===== src/rtl/write_back_stage.sv =====
// MEM/WB pipeline register with write-back result selection, register-file write enable
// generation, and a retired-instruction counter.
module write_back_stage #(
    parameter int DATA_W      = 19,
    parameter int REG_AW      = 4,
    parameter int ZERO_REG_HW = 1,
    parameter int CNT_W       = 16
) (
    input  logic              clk,
    input  logic              rst,
    input  logic              validM,
    input  logic              stallW,
    input  logic              flushW,
    input  logic [DATA_W-1:0] aluresultM,
    input  logic [DATA_W-1:0] readdataM,
    input  logic [DATA_W-1:0] pcplus1M,
    input  logic [DATA_W-1:0] immextM,
    input  logic [1:0]        resultsrcM,
    input  logic              regwriteM,
    input  logic [REG_AW-1:0] rdM,
    output logic [DATA_W-1:0] resultW,
    output logic [REG_AW-1:0] rdW,
    output logic              regwriteW,
    output logic              validW,
    output logic [CNT_W-1:0]  retired_cnt
);

    // Handshake: validM qualifies the whole M-side bundle. There is no ready; stallW is the
    // backpressure (all WB fields hold) and flushW discards the incoming bundle (beats stall).
    logic              validQ;
    logic              regwriteQ;
    logic [REG_AW-1:0] rdQ;
    logic [1:0]        resultsrcQ;
    logic [DATA_W-1:0] aluQ;
    logic [DATA_W-1:0] memQ;
    logic [DATA_W-1:0] pcQ;
    logic [DATA_W-1:0] immQ;
    logic [CNT_W-1:0]  retiredQ;
    logic              rdZeroBlocked;

    always_ff @(posedge clk or posedge rst) begin
        if (rst) begin
            validQ     <= 1'b0;
            regwriteQ  <= 1'b0;
            rdQ        <= '0;
            resultsrcQ <= 2'b00;
            aluQ       <= '0;
            memQ       <= '0;
            pcQ        <= '0;
            immQ       <= '0;
            retiredQ   <= '0;
        end else begin
            if (flushW) begin
                validQ    <= 1'b0;
                regwriteQ <= 1'b0;
            end else if (!stallW) begin
                validQ     <= validM;
                regwriteQ  <= regwriteM;
                rdQ        <= rdM;
                resultsrcQ <= resultsrcM;
                aluQ       <= aluresultM;
                memQ       <= readdataM;
                pcQ        <= pcplus1M;
                immQ       <= immextM;
            end
            // Flush kills the incoming instruction only; the one leaving WB still retires.
            if (validQ && !stallW)
                retiredQ <= retiredQ + CNT_W'(1);
        end
    end

    always_comb begin
        resultW = aluQ;
        case (resultsrcQ)
            2'b00:   resultW = aluQ;
            2'b01:   resultW = memQ;
            2'b10:   resultW = pcQ;
            default: resultW = immQ;
        endcase
    end

    assign rdZeroBlocked = (ZERO_REG_HW != 0) && (rdQ == '0);
    assign regwriteW     = validQ & regwriteQ & ~rdZeroBlocked;
    assign rdW           = rdQ;
    assign validW        = validQ;
    assign retired_cnt   = retiredQ;

endmodule


===== config.mk =====
export PLATFORM = sky130hd
export DESIGN_NAME = write_back_stage
export DESIGN_NICKNAME = d
export VERILOG_FILES = /design/src/rtl/write_back_stage.sv
export SDC_FILE = /design/constraint.sdc
export NUM_CORES = 1
export LEC_CHECK = 0
export BUFFER_PORTS_ARGS = -buffer_cell sky130_fd_sc_hd__buf_4
export CAP_MARGIN = 40
export CORE_MARGIN = 2
export CORE_UTILIZATION = 35
export DETAILED_ROUTE_END_ITERATION = 16
export HOLD_SLACK_MARGIN = 0.03
export SLEW_MARGIN = 15
export SYNTH_ARGS = -nofsm -noshare
export SYNTH_HDL_FRONTEND = slang
export SYNTH_SLANG_ARGS = --single-unit

===== constraint.sdc =====
create_clock -name clk -period 4.21 [get_ports clk]
set_input_delay 0.421 -clock clk [delete_from_list [all_inputs] [get_ports clk]]
set_output_delay 0.421 -clock clk [all_outputs]
set_load 0.02 [all_outputs]

==> results of run 1 <==
## registers in the layout, indices dropped and copies added, names as in the netlist
| signal | count |
|---|---|
| pcQ | 19 |
| rdW | 4 |
| memQ | 19 |
| regwriteQ | 1 |
| resultsrcQ | 2 |
| aluQ | 19 |
| validW | 1 |
| immQ | 19 |
| retired_cnt | 16 |
## area by class of cell
| cell class | count | area [um^2] |
|---|---|---|
| sequential | 100 | 2500 |
| multi-input combinational | 153 | 1740 |
| timing repair buffer | 133 | 1010 |
| tap | 147 | 184 |
| clock buffer | 12 | 246 |
| inverter | 1 | 6.26 |
| fill | 1098 | 6260 |
| clock inverter | 2 | 60.1 |
## stage by stage
stage	util (%)	hold WS, ns	area, um^2	cells
after floorplan	-	0.475	4320	266
after global placement	45.2	0.460	5430	533
after detailed placement	45.3	0.465	5440	534
after CTS	47.9	0.218	5750	548
after global routing	47.9	0.241	5750	548
final	47.9	0.199	5750	548
## final timing paths
kind / slack, ns / to / depth (start not counted) / from
setup / recovery: 1.56 / resultW[12] / 3 / resultsrcQ[0]
hold / removal: 0.20 / retired_cnt[8] / 2 / rst
setup reg to reg: 2.70 / retired_cnt[14] / 5 / retired_cnt[0]
hold reg to reg: 0.47 / retired_cnt[15] / 1 / retired_cnt[15]
max in group asynchronous: 2.94 / pcQ[18] / 3 / rst
min in group clk: 0.27 / regwriteQ / 2 / flushW
## cell usage in the layout (no fill, tap or decap)
cell / n
nor2_1: 7
nor4_4: 1
nor4_2: 1
dfrtp_1: 100
ha_1: 1
nor4_1: 1
nand3_1: 2
inv_4: 1
nor3_2: 1
xnor2_1: 6
clkbuf_8: 1
nand4_1: 5
clkbuf_1: 2
clkbuf_16: 9
nor3_1: 2
nor2b_4: 1
and3_1: 1
nand2_1: 8
bufinv_16: 2
nand4_4: 1
nand3b_1: 1
buf_4: 132
mux2_2: 83
xor2_1: 9
mux4_2: 19
mux2i_1: 2
buf_8: 1
nor2_4: 1
## kinds of logic after synthesis
kind of cell  count (synthesis)
xor+xnor                     15
mux                         104
fa+ha+maj                     1
buf+inv                      13
simple gates                 33
flops                       100
## per-layer routing
layer | global-route usage [%] | vias to the layer above
met5 | 0 | -
met4 | 3.61 | 0
met1 | 18.9 | 1334
met3 | 7.75 | 5
li1 | - | 1234
met2 | 22.9 | 98
## where the power goes
group,internal (mW),switching (mW)
Sequential,1.10,0.102
Combinational,0.348,0.252
Clock,0.531,0.341
Total,1.97,0.696
==> results.tsv, run 1 <==
stage	metric	value	unit
grt	initial antenna violation count	0	
route	routed wire length on met3	896	um
sta	post-route clock skew	0.00558	ns
floorplanning	Initial Utilization	36.0	%
yosys	Synth area leader	dfrtp_1	
route	DRT antenna net count	0	
final_layout	layout cells sized above 1	63.3	%
place	PortBufs	128	
yosys	largest family of logic cells by synthesized area	multiplexers	
power	worst ir drop on vdd	0.000255	V
cts	CTS Buf Count	9	
yosys	top-count cell post-synth	dfrtp_1	
floorplanning	IO Count	129	
critical_path	crit path max fanout	11	
cts	CTS Sinks	100	
final_layout	area growth from synthesis to layout	33.0	%
yosys	Synth Warn #	0	
cts	number of setup buffers added after CTS	0	
cts	htree depth	3	
hold_path	Hold Path Class	input port to asynchronous set/reset pin	
floorplanning	Rows	40	
critical_path	most used cell, CP	buf_4	
cts	cts hold-fix bufs	0	
yosys	Synth Area in Compound Gates	0	%
yosys	Post-Synth Adder-Cell Area	0.289	%
yosys	Cell Area, Synth	4320	um^2
route	top routing layer used	met4	
grt	number of global-route vias before repair	2914	
cts	CTS resizes	0	
floorplanning	Die Y	115	um
route	DRC	0	
grt	largest net degree at the start of global routing	57	
critical_path	Crit Path Class	flip-flop to output pin	
sta	Max-slew headroom	52.7	%
yosys	Post-synth top flop	dfrtp_1	
yosys	Mapped Cells	266	
route	wire length on met2	4280	um
route	DR vias	2671	
yosys	multiplexer area fraction after synthesis	32.0	%
sta	Setup-failing EPs final	0	
sta	period utilization	63.0	%
final_layout	# diodes	0	
outcome	outcome	complete, no violations	
power	P_leak	2.61	nW
critical_path	CP Capture Type	output pin	
critical_path	CP Data Arrival Time	2.23	ns
sta	Final Max Tran Viols	0	
place	Final Wtd Congestion	0.724	
sta	Slew @ Worst Pin	0.710	ns
power	PnR Total Power	2.67	mW
route	post-DR wirelength/cell	16.7	um
critical_path	CP Launch Type	flip-flop	
sta	final setup margin	1.56	ns
cts	clock slew at reported path FFs	0.06	ns
route	Pre-Repair DR Iteration Count	4	
floorplanning	Die Wd	115	um
place	post-place setup slack	1.80	ns
grt	gr ovfl total	0	
sta	RSZ-0062 raised after global routing	false	
grt	global-route wire length before repair	15000	um
sta	min Tclk post-route	2.65	ns
route	met1 wire length	3880	um
critical_path	max incr delay on CP	0.80	ns
yosys	Syn Area/Cell	16.3	um^2
power	power per cell area	464	nW/um^2
critical_path	crit-path leading delay family	flip-flops	
yosys	commonest cells in the netlist	dfrtp_1 (100), mux2_2 (83), mux4_2 (19)	
critical_path	CP bufs+invs	2	
yosys	post-synthesis cell type count	25	
place	Detailed Place HPWL	6530	um
critical_path	cells along the critical path	buf_4, mux4_2, buf_4	
grt	overall global routing resource usage	14.9	%
cts	worst skew pair latency	0.34	ns
route	DRT iter0 DRCs	91	
yosys	Async SR Flop Fraction	100	%
route	DRT Wirelength	9130	um
yosys	Syn Nets	355	
cts	root buf cell	clkbuf_16	
route	Avg Vias per Cell	4.87	
sta	maximum clock frequency	377	MHz
sta	setup_tns	0	ns
final_layout	final net count	487	
yosys	Synth top area share	57.9	%
yosys	Seq/Total Area, Yosys	57.9	%
yosys	synthesized flop and latch total	100	
critical_path	Slowest cell on crit path	dfrtp_1	
floorplanning	Core Area	12000	um^2
yosys	Post-synth EDFFs	0	
floorplanning	die area	13300	um^2
yosys	dominant cells by area after synthesis	dfrtp_1 (58%), mux2_2 (22%), mux4_2 (9.9%)	
critical_path	worst path required time	3.79	ns
cts	buffers from clock root to sink, at most	2	
yosys	Synth Area in XOR/XNOR	3.04	%
yosys	simple-gate share of the synthesized area	4.92	%
sta	Final Hold Viols	0	
cts	CTS tree	built	
run	total of max-cap violations	0	
Power figures use the tool's default switching activity.
==> run 2: changes to the inputs <==
==> constraint.sdc (replaced) <==
create_clock -name clk -period 2.7 [get_ports clk]
set_input_delay 0.27 -clock clk [delete_from_list [all_inputs] [get_ports clk]]
set_output_delay 0.27 -clock clk [all_outputs]
set_load 0.02 [all_outputs]
==> run 2 against run 1 <==
Effect of this change:
- register-to-register slack lost 1.5 ns
- global-route usage shrank 0.051 points
- total power grew 53%
- sequential power grew 55%
- critical path type unchanged
- largest power group unchanged
==> results.tsv, run 2 (synthesized netlist as in run 1, its figures left out) <==
stage	metric	value	unit	change
floorplanning	Die Y	115	um	unchanged
sta	min Tclk post-route	2.22	ns	
route	Avg Vias per Cell	4.91		+0.72%
power	worst ir drop on vdd	0.000422	V	+66%
place	Detailed Place HPWL	6630	um	+1.5%
final_layout	layout cells sized above 1	64.1	%	+0.77 points
grt	largest net degree at the start of global routing	54		-5.3%
route	DR vias	2705		+1.3%
floorplanning	IO Count	129		unchanged
critical_path	cells along the critical path	buf_12, mux4_2, buf_4		
route	DRT Wirelength	9270	um	+1.6%
floorplanning	Core Area	12000	um^2	unchanged
floorplanning	Initial Utilization	36.0	%	unchanged
route	post-DR wirelength/cell	16.8	um	+1.0%
cts	buffers from clock root to sink, at most	2		unchanged
sta	period utilization	82.3	%	
floorplanning	Rows	40		unchanged
route	Pre-Repair DR Iteration Count	4		unchanged
cts	number of setup buffers added after CTS	0		unchanged
grt	global-route wire length before repair	14900	um	-1.2%
route	DRT antenna net count	0		unchanged
critical_path	Crit Path Class	flip-flop to output pin		
place	PortBufs	128		unchanged
sta	post-route clock skew	0.00158	ns	-0.00401 ns
sta	Final Hold Viols	0		unchanged
cts	CTS resizes	0		unchanged
final_layout	most common cell after layout, fill and taps aside	buf_4		
final_layout	# diodes	0		unchanged
hold_path	Hold Path Class	input port to asynchronous set/reset pin		
sta	final setup margin	0.478	ns	-1.08 ns
sta	Hold WS	0.103	ns	-0.0953 ns
final_layout	post-route cell area	5750	um^2	unchanged
grt	initial antenna violation count	0		unchanged
critical_path	max incr delay on CP	0.65	ns	-0.15 ns
place	Final Wtd Congestion	0.746		+3.1%
cts	CTS Buf Count	9		unchanged
power	PnR Total Power	4.09	mW	+53%
critical_path	Slowest cell on crit path	dfrtp_1		
route	DRT iter0 DRCs	101		+11%
sta	RSZ-0062 raised after global routing	false		
critical_path	crit-path leading delay family	flip-flops		
final_layout	Finished Layout Cells	551		+0.55%
outcome	outcome	complete, no violations		
floorplanning	die area	13300	um^2	unchanged
cts	root buf cell	clkbuf_16		
grt	gr ovfl total	0		unchanged
grt	overall global routing resource usage	14.9	%	-0.051 points
sta	Setup-failing EPs final	0		unchanged
sta	maximum clock frequency	450	MHz	
place	post-place setup slack	0.818	ns	-0.987 ns
final_layout	post-layout util	47.9	%	unchanged
floorplanning	Die Wd	115	um	unchanged
critical_path	CP Capture Type	output pin		
cts	worst skew pair latency	0.35	ns	about the same
place	dpl cell area	5460	um^2	+0.25%
cts	cts hold-fix bufs	0		unchanged
cts	CTS Sinks	100		unchanged
sta	Max-slew headroom	55.1	%	+2.4 points
final_layout	final net count	488		+0.21%
cts	htree depth	3		unchanged
final_layout	area growth from synthesis to layout	33.0	%	unchanged
final_layout	commonest cells after routing, fill and taps aside	buf_4 (133), dfrtp_1 (100), mux2_2 (83)		
cts	clock slew at reported path FFs	0.07	ns	about the same
route	DRC	0		unchanged
sta	Slew @ Worst Pin	0.673	ns	-0.0366 ns
power	power per cell area	711	nW/um^2	+53%
grt	number of global-route vias before repair	2883		-1.1%
critical_path	CP Data Arrival Time	1.95	ns	-0.28 ns
sta	Final Max Tran Viols	0		unchanged
critical_path	CP Launch Type	flip-flop		
critical_path	worst path required time	2.43	ns	-1.36 ns
cts	CTS tree	built		
power	P_leak	2.60	nW	-0.35%
run	total of max-cap violations	0		unchanged
place	Inst Count DP	535		+0.19%
sta	setup_tns	0	ns	unchanged
critical_path	CP bufs+invs	2		unchanged
critical_path	crit path max fanout	14		+3
## run 2: cell types whose count changed in the layout (fill, tap and decap cells not counted), sizes merged
cell / before / now
clkinvlp: 0 / 4
clkbuf: 12 / 9
clkinv: 0 / 3
buf: 133 / 134
bufinv: 2 / 1
inv: 1 / 0
## run 2: worst register-to-register path, stage by stage, from the launching register on
cell and delay, ns:
dfrtp_1 0.45, ha_1 0.22, nand2_1 0.09, nor3_2 0.32, nand4_1 0.16, xnor2_1 0.15
## run 2: cell type report
cell class                      instances  area (um^2)
Sequential cell                       100         2500
Clock inverter                          7         67.6
Multi-Input combinational cell        153         1740
Inverter                                1         7.51
Fill cell                            1099         6260
Timing Repair Buffer                  134         1020
Clock buffer                            9          225
Tap cell                              147          184
## run 2: final timing paths
check	from	to	slack [ns]	cells past startpoint
worst max register to register	retired_cnt[0]	retired_cnt[14]	1.21	5
max in group asynchronous	rst	pcQ[6]	2.11	3
worst min register to register	retired_cnt[15]	retired_cnt[15]	0.48	1
worst max-delay path	resultsrcQ[0]	resultW[7]	0.48	3
worst min-delay path	rst	aluQ[14]	0.10	3
min in group clk	flushW	validW	0.11	2
## run 2: power breakdown
part	switching, mW	internal, mW	leakage (nW)
combinational	0.402	0.546	1.25
clock	0.567	0.713	0.137
sequential	0.153	1.71	1.21
## run 2: per-layer routing
| layer | global-route usage (%) | up-vias | share of wire [%] | wire (um) |
|---|---|---|---|---|
| li1 | - | 1245 | - | - |
| met1 | 18.3 | 1356 | 43 | 3980 |
| met2 | 23.5 | 92 | 47 | 4370 |
| met3 | 6.91 | 12 | 8.7 | 807 |
| met4 | 4.58 | 0 | 1.3 | 120 |
| met5 | 0 | - | 0 | 0 |
